## src/rtl/clock_sel_ctrl.sv

```systemverilog
// clock_sel_ctrl: validates clock-source requests and drives the registered
// select into a glitch-free clock switch, holding off changes during settle.
//
// Ports:
//   clk, rst_clk_n          control clock, async active-low reset
//   req_valid/req_ready     request handshake, req_sel = requested source
//   scan_mode               freezes selection and refuses requests
//   clk_sel                 registered select to the clock switch
//   busy                    high while the settle window is running
//   switch_done             1-cycle pulse: request completed or no-op
//   err_invalid             1-cycle pulse: request rejected
//   lock_set, locked        only when CLK_SEL_LOCK_EN is defined
//
// Optional feature macro: CLK_SEL_LOCK_EN (sticky lock refusing switches).

module clock_sel_ctrl #(
    parameter int SEL_W      = 2,
    parameter int NUM_SRC    = 3,
    parameter int DEF_SEL    = 1,
    parameter int SETTLE_CYC = 16,
    parameter int CNT_W      = 8
) (
    input  logic             clk,
    input  logic             rst_clk_n,
    input  logic             req_valid,
    input  logic [SEL_W-1:0] req_sel,
    output logic             req_ready,
    input  logic             scan_mode,
`ifdef CLK_SEL_LOCK_EN
    input  logic             lock_set,
    output logic             locked,
`endif
    output logic [SEL_W-1:0] clk_sel,
    output logic             busy,
    output logic             switch_done,
    output logic             err_invalid
);

    typedef enum logic {
        IDLE   = 1'b0,
        SETTLE = 1'b1
    } state_e;

    localparam logic [SEL_W-1:0] SEL_RST  = SEL_W'(DEF_SEL);
    localparam logic [CNT_W-1:0] CNT_LOAD = CNT_W'(SETTLE_CYC - 1);
    localparam logic [SEL_W:0]   NSRC     = (SEL_W + 1)'(NUM_SRC);

    state_e           state_q, state_d;
    logic [CNT_W-1:0] cnt_q, cnt_d;
    logic [SEL_W-1:0] sel_q, sel_d;
    logic             busy_q, busy_d;
    logic             done_q, done_d;
    logic             err_q, err_d;
    logic             accept;
    logic             bad_sel;
    logic             lock_on;

`ifdef CLK_SEL_LOCK_EN
    logic locked_q;

    // Sticky until reset; a switch already settling is left to finish.
    always_ff @(posedge clk or negedge rst_clk_n) begin
        if (!rst_clk_n) begin
            locked_q <= 1'b0;
        end else if (lock_set) begin
            locked_q <= 1'b1;
        end
    end

    assign locked  = locked_q;
    assign lock_on = locked_q;
`else
    assign lock_on = 1'b0;
`endif

    // Gated by reset so the requester never sees ready while held in reset.
    assign req_ready = rst_clk_n && (state_q == IDLE) && !scan_mode;
    assign accept    = req_valid && req_ready;
    assign bad_sel   = ({1'b0, req_sel} >= NSRC);

    always_comb begin
        state_d = state_q;
        cnt_d   = cnt_q;
        sel_d   = sel_q;
        done_d  = 1'b0;
        err_d   = 1'b0;
        unique case (state_q)
            IDLE: begin
                if (accept) begin
                    if (bad_sel || lock_on) begin
                        err_d = 1'b1;
                    end else if (req_sel == sel_q) begin
                        done_d = 1'b1;
                    end else begin
                        sel_d   = req_sel;
                        state_d = SETTLE;
                        cnt_d   = CNT_LOAD;
                    end
                end
            end
            SETTLE: begin
                if (cnt_q == '0) begin
                    state_d = IDLE;
                    done_d  = 1'b1;
                end else begin
                    cnt_d = cnt_q - 1'b1;
                end
            end
            default: begin
                state_d = IDLE;
            end
        endcase
        busy_d = (state_d == SETTLE);
    end

    always_ff @(posedge clk or negedge rst_clk_n) begin
        if (!rst_clk_n) begin
            state_q <= IDLE;
            cnt_q   <= '0;
            sel_q   <= SEL_RST;
            busy_q  <= 1'b0;
            done_q  <= 1'b0;
            err_q   <= 1'b0;
        end else begin
            state_q <= state_d;
            cnt_q   <= cnt_d;
            sel_q   <= sel_d;
            busy_q  <= busy_d;
            done_q  <= done_d;
            err_q   <= err_d;
        end
    end

    assign clk_sel     = sel_q;
    assign busy        = busy_q;
    assign switch_done = done_q;
    assign err_invalid = err_q;

endmodule

```

## config.mk

```make
export PLATFORM = sky130hd
export DESIGN_NAME = clock_sel_ctrl
export DESIGN_NICKNAME = d
export VERILOG_FILES = /design/src/rtl/clock_sel_ctrl.sv
export SDC_FILE = /design/constraint.sdc
export NUM_CORES = 1
export LEC_CHECK = 0
export CORE_UTILIZATION = 53
export DETAILED_ROUTE_END_ITERATION = 16
export GPL_TIMING_DRIVEN = 0
export PLACE_DENSITY = 0.81
export SYNTH_ARGS = -nofsm -noshare
export SYNTH_HDL_FRONTEND = slang
export SYNTH_SLANG_ARGS = --single-unit
```

## constraint.sdc

```tcl
create_clock -name clk -period 4.25 [get_ports clk]
set_input_delay 0.6375 -clock clk [delete_from_list [all_inputs] [get_ports clk]]
set_output_delay 0.6375 -clock clk [all_outputs]
set_load 0.02 [all_outputs]
```

Yosys cells after proc, flatten, opt, wreduce, memory -nomap -nowiden --
Cells that the tools add are included.
Word-level totals: flip-flop bits (word level) 13, latch bits 0, memory bits (writable) 0, memory bits (read-only) 0, output and inout bits 6, memories 0
Operators by class: add/subtract/negate cells 1, multipliers 0, div/mod/pow operators 0, magnitude comparators 1, equal/unequal tests 5, shift-type cells 0, mux-type cells 18, bitwise logic cells 3, reduce and logical (&&, ||, !) cells 7
Operators with widths (number):
- $mux W8 | 4
- $pmux W8 S2 | 1
- $mux W1 | 11
- $logic_not A8 Y1 | 1
- $ne A2 B2 Y1 const B | 4
- $reduce_and A4 Y1 | 2
- $sub A8 B1 Y8 const B | 1
- $pmux W1 S2 | 2
- $logic_and A1 B1 Y1 | 3
- $not A1 Y1 | 3
- $eq A2 B2 Y1 | 1
- $ge A2 B2 Y1 const B | 1
- $logic_not A1 Y1 | 1

Longest topological paths before layout --
Gate-level depths: netlist (run 1).
word-level depth 6, depth in mapped cells 8, gate-level depth less buffers 7

Least setup slack after synthesis (run 1) --
No wires, ideal clock.
path type input-to-output, start in rst_clk_n, end out req_ready, arrival 1.159 ns, slack 2.454 ns, stages on the path 1, cell sequence nor3b_1
On the way: longest elaborated chain between the ends 2
Ends and longest elaborated chain:
- start, declared | line 24 | input logic rst_clk_n,
- $logic_and A1 B1 Y1 (2 in series) | line 77 | assign req_ready = rst_clk_n && (state_q == IDLE) && !scan_mode;
- end, declared | line 27 | output logic req_ready,
Every way passes these cells.

Final worst setup path (run 1) --
Same ends and word-level chain as after synthesis.

==> results of run 1 <==
==> critical path, cell delays in order <==
cell	delay (ps)
clkdlybuf4s50_1	870
nor3b_1	250
clkdlybuf4s50_1	640
==> sequential cells by signal, indices dropped and copies added (netlist names) <==
| name | cells |
|---|---|
| busy | 1 |
| clk_sel | 2 |
| cnt_q | 8 |
| err_invalid | 1 |
| switch_done | 1 |
==> area by class of cell <==
class | instances | share of cell area [%]
flip-flops and latches | 13 | 38.4
clock buffers | 4 | 3.09
inverters | 4 | 1.77
multi-input cells | 45 | 39.0
plain buffers | 2 | 2.65
well taps | 14 | 2.06
repair buffers | 11 | 13.0
==> layer usage <==
layer  wire, µm  part of all wire, %  up-vias
li1           -                    -      262
met1        648                   51      252
met2        577                   45        7
met3         30                  2.3        2
met4         25                  1.9        0
met5          0                    0        -
==> placed cells by master (no fill, tap or decap), types with 2 or more instances in the layout <==
cell type and count:
a211o_1 2, nor2_1 2, buf_6 2, clkdlybuf4s50_1 11
xor2_1 2, o211ai_1 2, nand3_1 4, clkbuf_4 3
mux2_2 2, dfrtp_1 12, inv_1 3, nor3_1 5
and3_1 2, nand2_1 6
==> kinds of logic after synthesis <==
kind of cell,count (synthesis),synth area share (%)
compound gates,13,17.3
xor+xnor,3,3.78
fa+ha+maj,1,1.80
buf+inv,6,5.39
flops,13,46.9
mux,2,3.24
simple gates,26,21.6
==> power by group through the flow <==
stage / Clock (mW) / Combinational (mW) / Sequential [mW]
after global placement: 0 / 0.0127 / 0.127
after CTS: 0.0799 / 0.0131 / 0.125
after floorplan: 0 / 0.00315 / 0.128
final: 0.0804 / 0.0128 / 0.125
after global routing: 0.0852 / 0.0144 / 0.125
after detailed placement: 0 / 0.0129 / 0.127
==> worst max path at each step <==
stage               startpoint         to  slack (ps)  cells past startpoint
CTS                  rst_clk_n  req_ready        1150                      3
global route         rst_clk_n  req_ready        1050                      3
global placement     rst_clk_n  req_ready        1200                      3
detailed placement   rst_clk_n  req_ready        1140                      3
floorplan            rst_clk_n  req_ready        2450                      1
finish               rst_clk_n  req_ready        1210                      3
==> run metrics, run 1 <==
TritonCTS buffer count 3; worst hold path endpoint cnt_q[1]; max-cap violations 0; crit path DAT 2400 ps; Seq pwr share 57.2%; Filler cells 86; top cells by area in the synthesized netlist dfrtp_1, dfstp_2, nor3_1, buf_6, mux2_2; Finish-stage setup viols 0; Die Ht 38.2 µm; hold path cells 2; TritonCTS Sinks 13; Peak Freq 0.329 GHz; flip-flop and latch area 327 µm²; EDFF count, synth 0; # IOs 12; post-route setup TNS 0 ps; CTS resizes 0; peak supply drop 0.000199 V; Clk Latency, worst-skew pair 290 ps; layout net count 87; DR vias/cell 5.62; clk_skew 5.80 ps; combinational share of power 5.9%; Leak 0.361 nW; Power, Total 0.218 mW; Net Sw Frac 23.5%; global placement routability congestion 0.754; P_sw 0.0512 mW; clock share of power 36.9%; Detailed Route WL 1.28 mm; HP Start cnt_q[1]; end of the worst register-to-register path cnt_q[2]; Post-Synthesis Net Count 71; Setup CP Type input port to output pin; Final Critical Period 3040 ps; RSZ-0062 raised after global routing no; CP Capture Type output pin; Slew @ Worst Pin 624 ps; fin cells 93; top cell type's share of synthesized area 43.2%; Core Util, Final 73.5%; hold-fix buffer count after cts 0; Seq/Total Area, Yosys 46.9%; Slew Limit Fails 0; most frequent cell after synthesis dfrtp_1; Post-Place Cells 89; slew margin rel. 58.3%; vias in the first global route 454; reg2reg path depth 8; Final Hold Vio Count 0; initial antenna violation count 0; CP Launch Type input port; Synth top cells by count dfrtp_1, nand2_1, nor3_1; diodes inserted 0; Yosys warnings 0; DR DRC count 0; Seq cells post-synth 13; layer with the highest usage met1; WL per Instance 13.8 µm; Placed Area 823 µm²; clk slew on worst S/H paths 80 ps; Clock Tree Buf Depth 2; met2 usage 31.4%; period utilisation layout 71.5%; total global-route track usage 22.6%; Primary FF master, synth dfrtp_1; GR Util met1 32.8%; Reg2Reg Setup Slack 2310 ps; Routed Antenna Nets 0; GR Util met3 5.23%; DP HPWL 887 µm; fin area 850 µm²; worst-path fanout max 15; area of the core 1160 µm²; Pwr Density 256 nW/µm²; CTS tree done; Die W 38.2 µm; internal power 0.167 mW; vias post-DR 523; area occupied by multi-input gates 332 µm²; setup ws final 1210 ps; WHS 550 ps; share of cells above drive strength 1 15.2%; initial DRC count 12; required time worst endpoint 3610 ps; first-pass GRT wire length 2.15 mm; Site Rows 12; CTS H-tree depth 1; Synth cell types 32; worst hold path type flop to flop; Setup WS pre-CTS 1140 ps; ys async rst share 100%; die area 1460 µm²; run status finished clean; Synth area leader dfrtp_1; Cells after Synth 64; Starting Density 60.2%; largest net degree at the start of global routing 16; total global routing overflow 0; Synth Cell Area 696 µm²; clock root cell clkbuf_4; Port Buffers 11; post-CTS setup buffers 0; Syn Area/Cell 10.9 µm²; reg-to-reg startpoint cnt_q[0]; drt first pass iters 4; area grow syn2layout 22.1%
Note: power is estimated with default switching activity, not from simulation.
==> run 2, diff against run 1 <==
- CORE_UTILIZATION: 53 -> 49
- PLACE_DENSITY: 0.81 -> 0.76
- clock period: 4.25 -> 2.8 ns (I/O delays scaled with it)
==> run metrics, run 2 (same netlist as run 1, synthesis figures left out) <==
run status finished clean; CP Launch Type input port; CP Capture Type output pin; slew margin rel. 58.3%; vias post-DR 536; GR Util met3 3.41%; Die W 39.7 µm; Peak Freq 0.384 GHz; reg-to-reg startpoint cnt_q[0]; largest reg by FF count cnt_q; vias in the first global route 445; global placement routability congestion 0.722; WL per Instance 13.6 µm; Clock Tree Buf Depth 2; DR DRC count 0; total global-route track usage 19.3%; layer with the highest usage met2; required time worst endpoint 2380 ps; Final Hold Vio Count 0; peak supply drop 0.000291 V; initial DRC count 8; Worst Setup SP rst_clk_n; TritonCTS Sinks 13; clock root cell clkbuf_4; first-pass GRT wire length 1.96 mm; Setup CP Type input port to output pin; layout net count 87; Post-Place Cells 90; Leak 0.361 nW; most frequent cells in the layout dfrtp_1, clkdlybuf4s50_1, nand2_1; worst-path fanout max 15; clk_skew 3.41 ps; Site Rows 13; Slew @ Worst Pin 624 ps; Net Sw Frac 22.2%; met2 usage 30.3%; crit path DAT 2180 ps; Finish-stage setup viols 0; Power, Total 0.325 mW; Core Util, Final 64.6%; combinational share of power 5.9%; Clk Latency, worst-skew pair 270 ps; Pwr Density 382 nW/µm²; Final Critical Period 2600 ps; Detailed Route WL 1.28 mm; Seq pwr share 58.2%; CTS tree done; max reg flops 8; Slew Limit Fails 0; # IOs 12; share of cells above drive strength 1 15.2%; fin cells 94; GR Util met1 25.7%; RSZ-0062 raised after global routing no; total global routing overflow 0; Routed Antenna Nets 0; period utilisation layout 92.9%; Placed Area 825 µm²; drt first pass iters 4; area of the core 1320 µm²; CTS resizes 0; clk slew on worst S/H paths 80 ps; commonest non-fill, non-tap cell in the layout dfrtp_1; initial antenna violation count 0; area grow syn2layout 22.3%; max-cap violations 0; worst hold path type input port to asynchronous set/reset pin; TritonCTS buffer count 3; diodes inserted 0; post-CTS setup buffers 0; clock share of power 35.9%; hold-fix buffer count after cts 0; die area 1570 µm²; internal power 0.253 mW; P_sw 0.0721 mW; DR vias/cell 5.70; fin area 851 µm²; Filler cells 112; Port Buffers 11; Die Ht 39.7 µm; Starting Density 52.8%; CTS H-tree depth 1; post-route setup TNS 0 ps; largest net degree at the start of global routing 16
-- run 2: final timing paths --
path	endpoint	slack (ps)	cells after the start
min in group clk	cnt_q[4]	570	1
worst max-delay path	req_ready	200	3
worst min register to register	cnt_q[4]	570	1
worst max register to register	cnt_q[2]	840	8
worst min-delay path	cnt_q[6]	530	1
max in group asynchronous	clk_sel[1]	1860	1
-- run 2: layer usage --
layer	routed length, µm	part of all wire (%)
met1	642	50
met2	601	47
met3	33	2.6
met4	0	0
met5	0	0
-- run 2: cell type report --
class | count | area, µm² | area share [%]
inverter | 4 | 15.0 | 1.76
tap | 15 | 18.8 | 2.21
buffer | 2 | 22.5 | 2.65
multi-input combinational | 45 | 332 | 39.0
sequential | 13 | 327 | 38.4
clock buffer | 4 | 26.3 | 3.09
timing repair buffer | 11 | 110 | 12.9
-- run 2: worst max-delay path, cell delays in order --
cell and delay [ps]:
clkdlybuf4s50_1 870, nor3b_1 260, clkdlybuf4s50_1 630
-- run 2: power groups by stage --
stage / clock, mW / sequential, mW / combinational (mW)
after CTS: 0.121 / 0.189 / 0.0194
after global placement: 0 / 0.193 / 0.0191
after floorplan: 0 / 0.194 / 0.00479
after detailed placement: 0 / 0.193 / 0.0196
after global routing: 0.126 / 0.189 / 0.0208
final: 0.117 / 0.189 / 0.0190
-- run 2: stage by stage --
stage | setup WS, ps | hold WS (ps)
floorplan | 1090 | 124
global placement | 187 | 534
detailed placement | 121 | 541
CTS | 140 | 548
global route | 51.2 | 585
finish | 198 | 534
==> run 3, diff against run 2 <==
- CAP_MARGIN: not set -> 15
- CORE_UTILIZATION: 49 -> 53
- CTS_BUF_LIST: not set -> sky130_fd_sc_hd__clkbuf_8
- PLACE_DENSITY: 0.76 -> 0.81
==> run metrics, run 3 (same netlist as run 1, synthesis figures left out) <==
run status finished clean; Finish-stage setup viols 0; commonest non-fill, non-tap cell in the layout dfrtp_1; initial DRC count 20; HP Start cnt_q[1]; largest reg by FF count cnt_q; Final Hold Vio Count 0; Peak Freq 0.385 GHz; largest net degree at the start of global routing 16; period utilisation layout 92.8%; Pwr Density 426 nW/µm²; combinational share of power 5.2%; area of the core 1160 µm²; share of cells above drive strength 1 15.2%; clk_skew 1.26 ps; Core Util, Final 75.1%; WL per Instance 13.9 µm; TritonCTS buffer count 3; peak supply drop 0.000312 V; area grow syn2layout 24.8%; Slew Limit Fails 0; Power, Total 0.370 mW; CTS tree done; worst hold path type flop to flop; vias post-DR 544; Routed Antenna Nets 0; worst-path fanout max 15; TritonCTS Sinks 13; Slew @ Worst Pin 620 ps; total global routing overflow 0; Seq pwr share 51.2%; reg2reg path depth 8; Die W 38.2 µm; clk slew on worst S/H paths 50 ps; Clock Tree Buf Depth 2; clock root cell clkbuf_8; max-cap violations 0; post-route setup TNS 0 ps; DR DRC count 0; total global-route track usage 22.9%; clock share of power 43.6%; worst hold path endpoint cnt_q[1]; WHS 548 ps; Port Buffers 11; diodes inserted 0; post-CTS setup buffers 0; Leak 0.373 nW; Die Ht 38.2 µm; CP Capture Type output pin; DR vias/cell 5.85; hold path cells 2; CTS H-tree depth 1; global placement routability congestion 0.754; max reg flops 8; Site Rows 12; reg-to-reg startpoint cnt_q[0]; required time worst endpoint 2380 ps; Filler cells 75; slew margin rel. 58.6%; P_sw 0.0755 mW; die area 1460 µm²; Net Sw Frac 20.4%; hold-fix buffer count after cts 0; most frequent cells in the layout dfrtp_1, clkdlybuf4s50_1, nand2_1; Starting Density 60.2%; Reg2Reg Setup Slack 870 ps; end of the worst register-to-register path cnt_q[2]; drt first pass iters 4; RSZ-0062 raised after global routing no; Final Critical Period 2600 ps; crit path DAT 2180 ps; Detailed Route WL 1.29 mm; CP Launch Type input port; Clk Latency, worst-skew pair 240 ps; CTS resizes 0; vias in the first global route 490; layout net count 87; first-pass GRT wire length 2.21 mm; initial antenna violation count 0; # IOs 12; Setup CP Type input port to output pin; internal power 0.295 mW; DP HPWL 887 µm
==> run 3: changes by cell type in the layout (fill, tap and decap cells not counted), sizes merged <==
| cell | change |
|---|---|
| clkbuf | -1 |
| inv | +1 |
==> run 3: how the worst max path moves through the flow <==
stage | startpoint | to | slack (ps)
floorplan | cnt_q[0] | cnt_q[2] | 1090
global placement | rst_clk_n | req_ready | 190
detailed placement | rst_clk_n | req_ready | 130
CTS | rst_clk_n | req_ready | 140
global route | rst_clk_n | req_ready | 30
finish | rst_clk_n | req_ready | 200
==> run 3: area by class of cell <==
type                       instances  area (µm²)  area share, %
buffer                             2        22.5           2.59
inverter                           4        15.0           1.73
clock buffer                       3        41.3           4.76
sequential                        13         327           37.6
multi-input combinational         45         332           38.2
tap                               14        17.5           2.02
clock inverter                     1        3.75          0.432
timing repair buffer              11         110           12.7
==> run 3: layer usage <==
metal  up-vias  part of all wire [%]  global-route usage (%)  wire (µm)
li1        269                     -                       -          -
met1       262                    50                    33.6        647
met2        11                    46                    31.8        596
met3         2                   2.8                    3.49         36
met4         0                  0.78                    13.4         10
met5         -                     0                       0          0
==> run 3: worst max-delay path, cell delays in order <==
cell and delay (ps):
clkdlybuf4s50_1 860, nor3b_1 250, clkdlybuf4s50_1 630
==> run 3: power groups by stage <==
| stage | sequential (mW) | combinational [mW] | clock, mW |
|---|---|---|---|
| after floorplan | 0.194 | 0.00479 | 0 |
| after global placement | 0.193 | 0.0192 | 0 |
| after detailed placement | 0.193 | 0.0196 | 0 |
| after CTS | 0.190 | 0.0197 | 0.166 |
| after global routing | 0.189 | 0.0216 | 0.174 |
| final | 0.190 | 0.0193 | 0.161 |
==> run 3: through the flow <==
stage	std cells	instance area [µm²]	setup WS, ps
2_1_floorplan	64	696	1090
3_3_place_gp	89	823	186
3_5_place_dp	89	823	128
4_1_cts	93	868	136
5_1_grt	93	868	35.0
6_report	93	868	202
